<file path="src/rtl/add128_slice_sequencer_pkg.sv">
// Shared definitions for the slice-sequenced adder: state encoding and
// derivation of slice count, padded width and index width.
package add_seq_pkg;

    localparam int DEF_WIDTH = 128;
    localparam int DEF_SLICE = 7;

    // 2'd3 is not a legal state; the FSM falls back to ST_IDLE from it.
    typedef enum logic [1:0] {
        ST_IDLE = 2'd0,
        ST_RUN  = 2'd1,
        ST_DONE = 2'd2
    } state_t;

    function automatic int calc_nslice(input int w, input int s);
        return (w + s - 1) / s;
    endfunction

    function automatic int calc_padw(input int w, input int s);
        return calc_nslice(w, s) * s;
    endfunction

    function automatic int calc_idxw(input int w, input int s);
        return (calc_nslice(w, s) > 1) ? $clog2(calc_nslice(w, s)) : 1;
    endfunction

endpackage

</file>
<file path="src/rtl/add128_slice_sequencer_if.sv">
// Operand/result valid-ready bundle between producer, sequencer and consumer.
interface add128_slice_sequencer_if
    import add_seq_pkg::*;
#(
    parameter int WIDTH = DEF_WIDTH
);
    logic             in_valid;
    logic             in_ready;
    logic [WIDTH-1:0] a;
    logic [WIDTH-1:0] b;
    logic             out_valid;
    logic             out_ready;
    logic [WIDTH-1:0] sum;
    logic             cout;

    modport master (
        output in_valid, a, b, out_ready,
        input  in_ready, out_valid, sum, cout
    );

    modport slave (
        input  in_valid, a, b, out_ready,
        output in_ready, out_valid, sum, cout
    );
endinterface

</file>
<file path="src/rtl/add128_slice_add_slice_cin.sv">
// Combinational SLICE-bit adder with carry in/out; the one shared adder
// resource that the sequencer reuses every cycle.
module add_slice_cin #(
    parameter int SLICE = 7
) (
    input  logic [SLICE-1:0] x,
    input  logic [SLICE-1:0] y,
    input  logic             ci,
    output logic [SLICE-1:0] s,
    output logic             co
);
    assign {co, s} = {1'b0, x} + {1'b0, y} + {{SLICE{1'b0}}, ci};
endmodule

</file>
<file path="src/rtl/add128_slice_sequencer.sv">
// WIDTH-bit adder computed LSB slice first over NSLICE cycles through one
// shared SLICE-bit adder, with valid/ready on operand and result sides.
module add128_slice_sequencer
    import add_seq_pkg::*;
#(
    parameter int WIDTH = DEF_WIDTH,
    parameter int SLICE = DEF_SLICE
) (
    input logic                          clk,
    input logic                          rst,
    add128_slice_sequencer_if.slave      bus
);
    localparam int NSLICE = calc_nslice(WIDTH, SLICE);
    localparam int PADW   = calc_padw(WIDTH, SLICE);
    localparam int IDXW   = calc_idxw(WIDTH, SLICE);

    state_t            state_q, state_d;
    logic [IDXW-1:0]   idx_q, idx_d;
    logic              carry_q, carry_d;
    logic [PADW-1:0]   a_sh_q, a_sh_d;
    logic [PADW-1:0]   b_sh_q, b_sh_d;
    logic [PADW-1:0]   r_sh_q, r_sh_d;
    logic [WIDTH-1:0]  sum_q, sum_d;
    logic              cout_q, cout_d;
    logic [SLICE-1:0]  slice_s;
    logic              slice_co;

    add_slice_cin #(.SLICE(SLICE)) u_slice (
        .x  (a_sh_q[SLICE-1:0]),
        .y  (b_sh_q[SLICE-1:0]),
        .ci (carry_q),
        .s  (slice_s),
        .co (slice_co)
    );

    always_ff @(posedge clk) begin
        if (rst) begin
            state_q <= ST_IDLE;
            idx_q   <= '0;
            carry_q <= 1'b0;
            a_sh_q  <= '0;
            b_sh_q  <= '0;
            r_sh_q  <= '0;
            sum_q   <= '0;
            cout_q  <= 1'b0;
        end else begin
            state_q <= state_d;
            idx_q   <= idx_d;
            carry_q <= carry_d;
            a_sh_q  <= a_sh_d;
            b_sh_q  <= b_sh_d;
            r_sh_q  <= r_sh_d;
            sum_q   <= sum_d;
            cout_q  <= cout_d;
        end
    end

    always_comb begin
        state_d = state_q;
        idx_d   = idx_q;
        carry_d = carry_q;
        a_sh_d  = a_sh_q;
        b_sh_d  = b_sh_q;
        r_sh_d  = r_sh_q;
        sum_d   = sum_q;
        cout_d  = cout_q;
        case (state_q)
            ST_IDLE: begin
                if (bus.in_valid) begin
                    a_sh_d  = PADW'(bus.a);
                    b_sh_d  = PADW'(bus.b);
                    carry_d = 1'b0;
                    idx_d   = '0;
                    state_d = ST_RUN;
                end
            end
            ST_RUN: begin
                // Result enters at the top so slice 0 lands at bit 0 after NSLICE shifts.
                r_sh_d  = {slice_s, r_sh_q[PADW-1:SLICE]};
                carry_d = slice_co;
                a_sh_d  = a_sh_q >> SLICE;
                b_sh_d  = b_sh_q >> SLICE;
                idx_d   = idx_q + IDXW'(1);
                if (idx_q == IDXW'(NSLICE - 1)) begin
                    sum_d   = r_sh_d[WIDTH-1:0];
                    cout_d  = r_sh_d[WIDTH];
                    idx_d   = '0;
                    state_d = ST_DONE;
                end
            end
            ST_DONE: begin
                if (bus.out_ready) begin
                    state_d = ST_IDLE;
                end
            end
            default: state_d = ST_IDLE;
        endcase
    end

    assign bus.in_ready  = (state_q == ST_IDLE);
    assign bus.out_valid = (state_q == ST_DONE);
    assign bus.sum       = sum_q;
    assign bus.cout      = cout_q;
endmodule

</file>
<file path="src/flat_wrapper.sv">
// flat-port wrapper written by rule: the top's interface ports become plain ports
module add128_slice_sequencer_flat import add_seq_pkg::*;
#(
    parameter int WIDTH = DEF_WIDTH,
    parameter int SLICE = DEF_SLICE
)
  (clk, rst, bus_in_valid, bus_a, bus_b, bus_out_ready, bus_in_ready, bus_out_valid, bus_sum, bus_cout);
  add128_slice_sequencer_if #(.WIDTH(WIDTH)) bus_i ();
  input logic clk;
  input logic rst;
  input wire logic [$bits(bus_i.in_valid)-1:0] bus_in_valid;
  input wire logic [$bits(bus_i.a)-1:0] bus_a;
  input wire logic [$bits(bus_i.b)-1:0] bus_b;
  input wire logic [$bits(bus_i.out_ready)-1:0] bus_out_ready;
  output wire logic [$bits(bus_i.in_ready)-1:0] bus_in_ready;
  output wire logic [$bits(bus_i.out_valid)-1:0] bus_out_valid;
  output wire logic [$bits(bus_i.sum)-1:0] bus_sum;
  output wire logic [$bits(bus_i.cout)-1:0] bus_cout;
  assign bus_i.in_valid = bus_in_valid;
  assign bus_i.a = bus_a;
  assign bus_i.b = bus_b;
  assign bus_i.out_ready = bus_out_ready;
  assign bus_in_ready = bus_i.in_ready;
  assign bus_out_valid = bus_i.out_valid;
  assign bus_sum = bus_i.sum;
  assign bus_cout = bus_i.cout;
  add128_slice_sequencer #(.WIDTH(WIDTH), .SLICE(SLICE)) u_core (.clk(clk), .rst(rst), .bus(bus_i));
endmodule
</file>
<file path="config.mk">
export PLATFORM = sky130hd
export DESIGN_NAME = add128_slice_sequencer_flat
export DESIGN_NICKNAME = d
export VERILOG_FILES = /design/src/rtl/add128_slice_sequencer_pkg.sv /design/src/rtl/add128_slice_sequencer_if.sv /design/src/rtl/add128_slice_add_slice_cin.sv /design/src/rtl/add128_slice_sequencer.sv /design/src/flat_wrapper.sv
export SDC_FILE = /design/constraint.sdc
export NUM_CORES = 1
export LEC_CHECK = 0
export CAP_MARGIN = 10
export CORE_MARGIN = 5
export CORE_UTILIZATION = 57
export DETAILED_ROUTE_END_ITERATION = 8
export PLACE_DENSITY = 0.95
export SYNTH_ARGS = -nofsm -noshare
export SYNTH_HDL_FRONTEND = slang
export SYNTH_HIERARCHICAL = 1
export SYNTH_SLANG_ARGS = --single-unit
</file>
<file path="constraint.sdc">
create_clock -name clk -period 3.24 [get_ports clk]
set_clock_uncertainty 0.2 [all_clocks]
set_input_delay 0.486 -clock clk [delete_from_list [all_inputs] [get_ports clk]]
set_output_delay 0.486 -clock clk [all_outputs]
set_load 0.02 [all_outputs]
</file>
Word-level counts from Yosys, hierarchy flattened
Index checks and enable logic that the tools add are counted.

word-level totals
  bits of input ports = 260
  flip-flop bits (word level) = 536
  logic and storage cells = 35

operators by class
  reductions and logical operators = 5
  multiplexer cells = 13
  add/sub/neg operators = 3
  equality and inequality tests = 6

operator list
  cell                                                                    count
  133-bit case mux with 2 select lines                                    2
  133-bit two-way mux                                                     2
  5-bit two-way mux                                                       2
  5-bit case mux with 2 select lines                                      1
  7-bit by 7-bit adder with 8-bit output                                  1
  8-bit by 1-bit adder with 8-bit output                                  1
  2-bit two-way mux                                                       3
  2-bit case mux with 3 select lines                                      1
  5-bit by 1-bit adder with 5-bit output (second input constant)          1
  5-bit equality test (second input constant)                             1
  2-bit != test (second input constant)                                   2
  2-bit AND reduction                                                     2
  3-bit AND reduction                                                     1
  2-bit by 1-bit equality test with 1-bit output (second input constant)  1
  2-bit equality test (second input constant)                             1
  2-bit zero test                                                         1
  2-bit by 1-bit != test with 1-bit output (second input constant)        1
  1-bit case mux with 2 select lines                                      1
  2-bit nonzero test                                                      1
  1-bit two-way mux                                                       1

Longest topological paths before layout
  word-level depth = 3
  depth in mapped cells = 9
  gate-level depth less buffers = 9

Cells and area by module
Netlist, hierarchy kept.

by module, submodules not included
  module                  cells an instance  times used  seq. area each (um^2)  area an instance (um^2)
  add128_slice_sequencer  2544               1           10390.0                21174.1
  add_slice_cin           38                 1           0.0                    284.0

Worst setup path before layout
No wires, ideal clock.

  path kind = flip-flop to flip-flop
  from = register u_core.b_sh_q[0]
  to = register u_core.r_sh_q[132]
  setup slack = 1319 ps
  path buffers = 0
  arrival time = 1589 ps
  cell stages (with the launch flop) = 10
  path through = dfxtp_1 -> fa_1 -> inv_1 -> fa_1 -> nor2b_1 -> o31a_1 -> mux2i_1 -> nand2_1 -> nand2_1 -> a21oi_1

between the ends
  longest elaborated chain between the ends = 2

ends and longest elaborated chain
  item                                    line                              source
  start, declared                         add128_slice_sequencer.sv:21      logic [PADW-1:0] b_sh_q, b_sh_d;
  start signal, assigned                  add128_slice_sequencer.sv:51      b_sh_q <= b_sh_d;
  7-bit by 7-bit adder with 8-bit output  add128_slice_add_slice_cin.sv:12  assign {co, s} = {1'b0, x} + {1'b0, y} + {{SLICE{1'b0}}, ci};
  8-bit by 1-bit adder with 8-bit output  add128_slice_add_slice_cin.sv:12
  via u_core.slice_s[6]                   add128_slice_sequencer.sv:25      logic [SLICE-1:0] slice_s;
  end signal, assigned                    add128_slice_sequencer.sv:52      r_sh_q <= r_sh_d;
  end, declared                           add128_slice_sequencer.sv:22      logic [PADW-1:0] r_sh_q, r_sh_d;

The timed path passes the listed nets, and every way through them passes these cells.
A chain may end at the register's enable or synchronous reset.

Worst setup path after layout
  from = register u_core.state_q[1]
  to = output port bus_out_valid

between the ends
  longest elaborated chain between the ends = 1

ends and longest elaborated chain
  item                    line                           source
  start, declared         add128_slice_sequencer.sv:17   state_t state_q, state_d;
  start signal, assigned  add128_slice_sequencer.sv:47   state_q <= state_d;
  2-bit equality test     add128_slice_sequencer.sv:101  assign bus.out_valid = (state_q == ST_DONE);
  end, declared           flat_wrapper.sv:16             output wire logic [$bits(bus_i.out_valid)-1:0] bus_out_valid;

Every way passes these cells.

==> results.ini <==
[global_routing]
first_global_vias = 18600
grt_max_degree = 176
grt_pass1_wl_mm = 93.8
track_usage_pct = 27.0
antenna_found_initial = 3
overflow = 0

[detailed_routing]
drtAntennaViolNets = 0
route.detailed.drc = 0
firstDrtPassIters = 7
drt-total-wl_mm = 59.7
drtIter0Drc = 1969
vias = 19300
via_per_inst = 5.69
detail_route.wl_per_cell_um = 17.6

[worst_setup_path]
critical-path-slowest-cell = clkdlybuf4s50_1
worstPathCellList = nor2b_1 > clkdlybuf4s50_1
arrival_ns = 2.04
end_kind = output pin
cp_slowest_stage_delay_ns = 0.69
cp.required_ns = 2.55
crit_type = reg -> out
path_max_fanout = 7
start_kind = register
crit_family = buffers and inverters
critPathBufInv = 1

[yosys]
yosys_warnings = 6
syn_nets = 2852
seq_area_frac_synth_pct = 48.4
synth.distinct_cells = 32
ys_seq_elements = 519
syn_avg_cell_area_um2 = 8.31
netlist_area_um2 = 21500
synthesis.instances = 2582

[layout]
fillers = 2450
multi_input_area_um2 = 10000
fin_util_pct = 72.4
area_growth_pct = 26.2
stdcell_count = 3388
layout.nets = 3105
register_area_um2 = 10400
final_layout_size_suffix_gt1_share_pct = 4.35
design_area_um2 = 27100

[clocking]
clock_latency_ns = 0.58
numCtsBuffers = 51
cts_root_buf = clkbuf_16
cts-resized-gates = 0
postCtsHoldBufs = 0
clock_sink_count = 519
cts_setup_buffers = 0
cts_tree = yes
clockBufferDepth = 3
htree_levels = 2
clk_pin_slew_ns = 0.06

[sta]
finalSetupViolations = 0
fmax_ghz = 0.367
slew_viol_final = 0
fin_ws_ns = 0.518
tightest_slew_ns = 0.927
fin_crit_ns = 2.72
period_share_pct = 84.0
rsz0062_at_grt = false
finalHoldViolCount = 0
holdWs_ns = 0.160
fin_tns_setup_ns = 0
relSlewSlack_pct = 38.2

[floorplan]
core_um2 = 37400
rows = 71
initial_utilization_pct = 57.4
die_y_um = 204
ios = 391
die_x_um = 204
dieArea_um2 = 41600

[power_and_ir_drop]
power_density_nw_per_um2 = 531
power_mw = 14.4
ir_drop_mv = 0.440
p_leak_nw = 9.76

[min_path]
hold_path_class = in -> reg

[place]
place_congestion = 0.935
place_hpwl_mm = 39.7
dp_slack_ns = 0.539
io_buffer_count = 390
dp.cells = 3293
placed_area_um2 = 25400

[flow_run]
drv_cap = 0

[outcome]
status = complete, no violations

-- metal layers --
metal / routed length, um / global-route usage [%] / share of wire [%] / up-vias
li1: - / - / - / 9197
met1: 23900 / 34.3 / 40 / 9079
met2: 28800 / 45.2 / 48 / 847
met3: 4390 / 5.05 / 7.3 / 167
met4: 2630 / 12.1 / 4.4 / 4
met5: 21 / 0 / 0.035 / -
-- final timing paths --
check | from | end | slack, ns | cells past startpoint
worst max-delay path | u_core/state_q[1]$_SDFFE_PP0P_ | bus_out_valid | 0.52 | 2
worst min-delay path | rst | u_core/r_sh_q[50]$_SDFFE_PP0P_ | 0.16 | 2
worst max register to register | u_core/state_q[0]$_SDFFE_PP0P_ | u_core/b_sh_q[9]$_SDFFE_PP0P_ | 0.84 | 4
worst min register to register | u_core/r_sh_q[12]$_SDFFE_PP0P_ | u_core/r_sh_q[12]$_SDFFE_PP0P_ | 0.26 | 2
-- state kept, by name (all words and copies together) (netlist names) --
register / flops
u_core/idx_q: 5
u_core/b_sh_q: 128
u_core/a_sh_q: 128
u_core/bus.cout: 1
u_core/bus.sum: 128
u_core/r_sh_q: 126
u_core/carry_q: 1
u_core/state_q: 2
-- placed cells by master (no fill, tap or decap), types with 4 or more instances in the layout --
cell	Yosys	routed
a211oi_1	242	242
a22oi_1	15	15
clkdlybuf4s50_1	0	389
clkbuf_8	0	15
nand2_1	500	500
a21oi_1	374	374
buf_12	0	14
nand2b_1	259	258
dfxtp_1	519	519
nand3_1	5	5
buf_4	18	22
clkbuf_1	93	12
ha_1	8	8
clkinv_2	0	7
nor2_1	263	262
mux2i_1	130	130
inv_1	8	8
nor2b_1	6	5
inv_6	0	4
clkbuf_16	0	51
-- layout make-up --
type                       count  area share (%)
inverter                       8           0.111
antenna                        2          0.0185
timing repair buffer         426            16.1
clock inverter                15           0.457
multi-input combinational   1829            37.0
clock buffer                  78            5.64
tap                          511            2.36
sequential                   519            38.4
-- cells by family after synthesis --
group,share of synthesized area (%)
xor gates and xnor gates,0.122
muxes,6.06
adders and majority gates,0.653
buffers and inverters,5.07
and+or+nand+nor,21.5
DFF,48.4
AOI/OAI and AO/OA,18.2
-- cell usage after synthesis --
library cell  number  area, um2
o21ai_0            3       15.0
o31a_1             1       8.76
ha_1               8        100
a31oi_1            3       18.8
nand4_1            1       6.26
clkbuf_1          93        349
buf_1              1       3.75
or3_1              3       18.8
a32oi_1            1       8.76
buf_4             18        135
o21bai_1           1       7.51
a211oi_1         242       1820
nand3_1            5       25.0
nor3_1             2       10.0
xnor2_1            3       26.3
a2111oi_1          1       10.0
nor2b_1            6       37.5
a22oi_1           15        113
nor3b_2            1       12.5
inv_1              8       30.0
o21ba_2            2       20.0
a221oi_1           1       8.76
a21oi_1          374       1870
nand2b_1         259       1620
o21a_1             1       7.51
mux2i_1          130       1300
dfxtp_1          519      10400
nor2_1           263        987
fa_1               2       40.0
nand2_1          500       1880
nand4bb_1          1       11.3
buf_2            114        571
-- power breakdown --
| part | switching (mW) | internal, mW |
|---|---|---|
| Sequential | 0.193 | 6.69 |
| Combinational | 0.950 | 0.738 |
| Clock | 2.47 | 3.33 |
| Total | 3.61 | 10.8 |
Note: power is estimated with default switching activity, not from simulation.
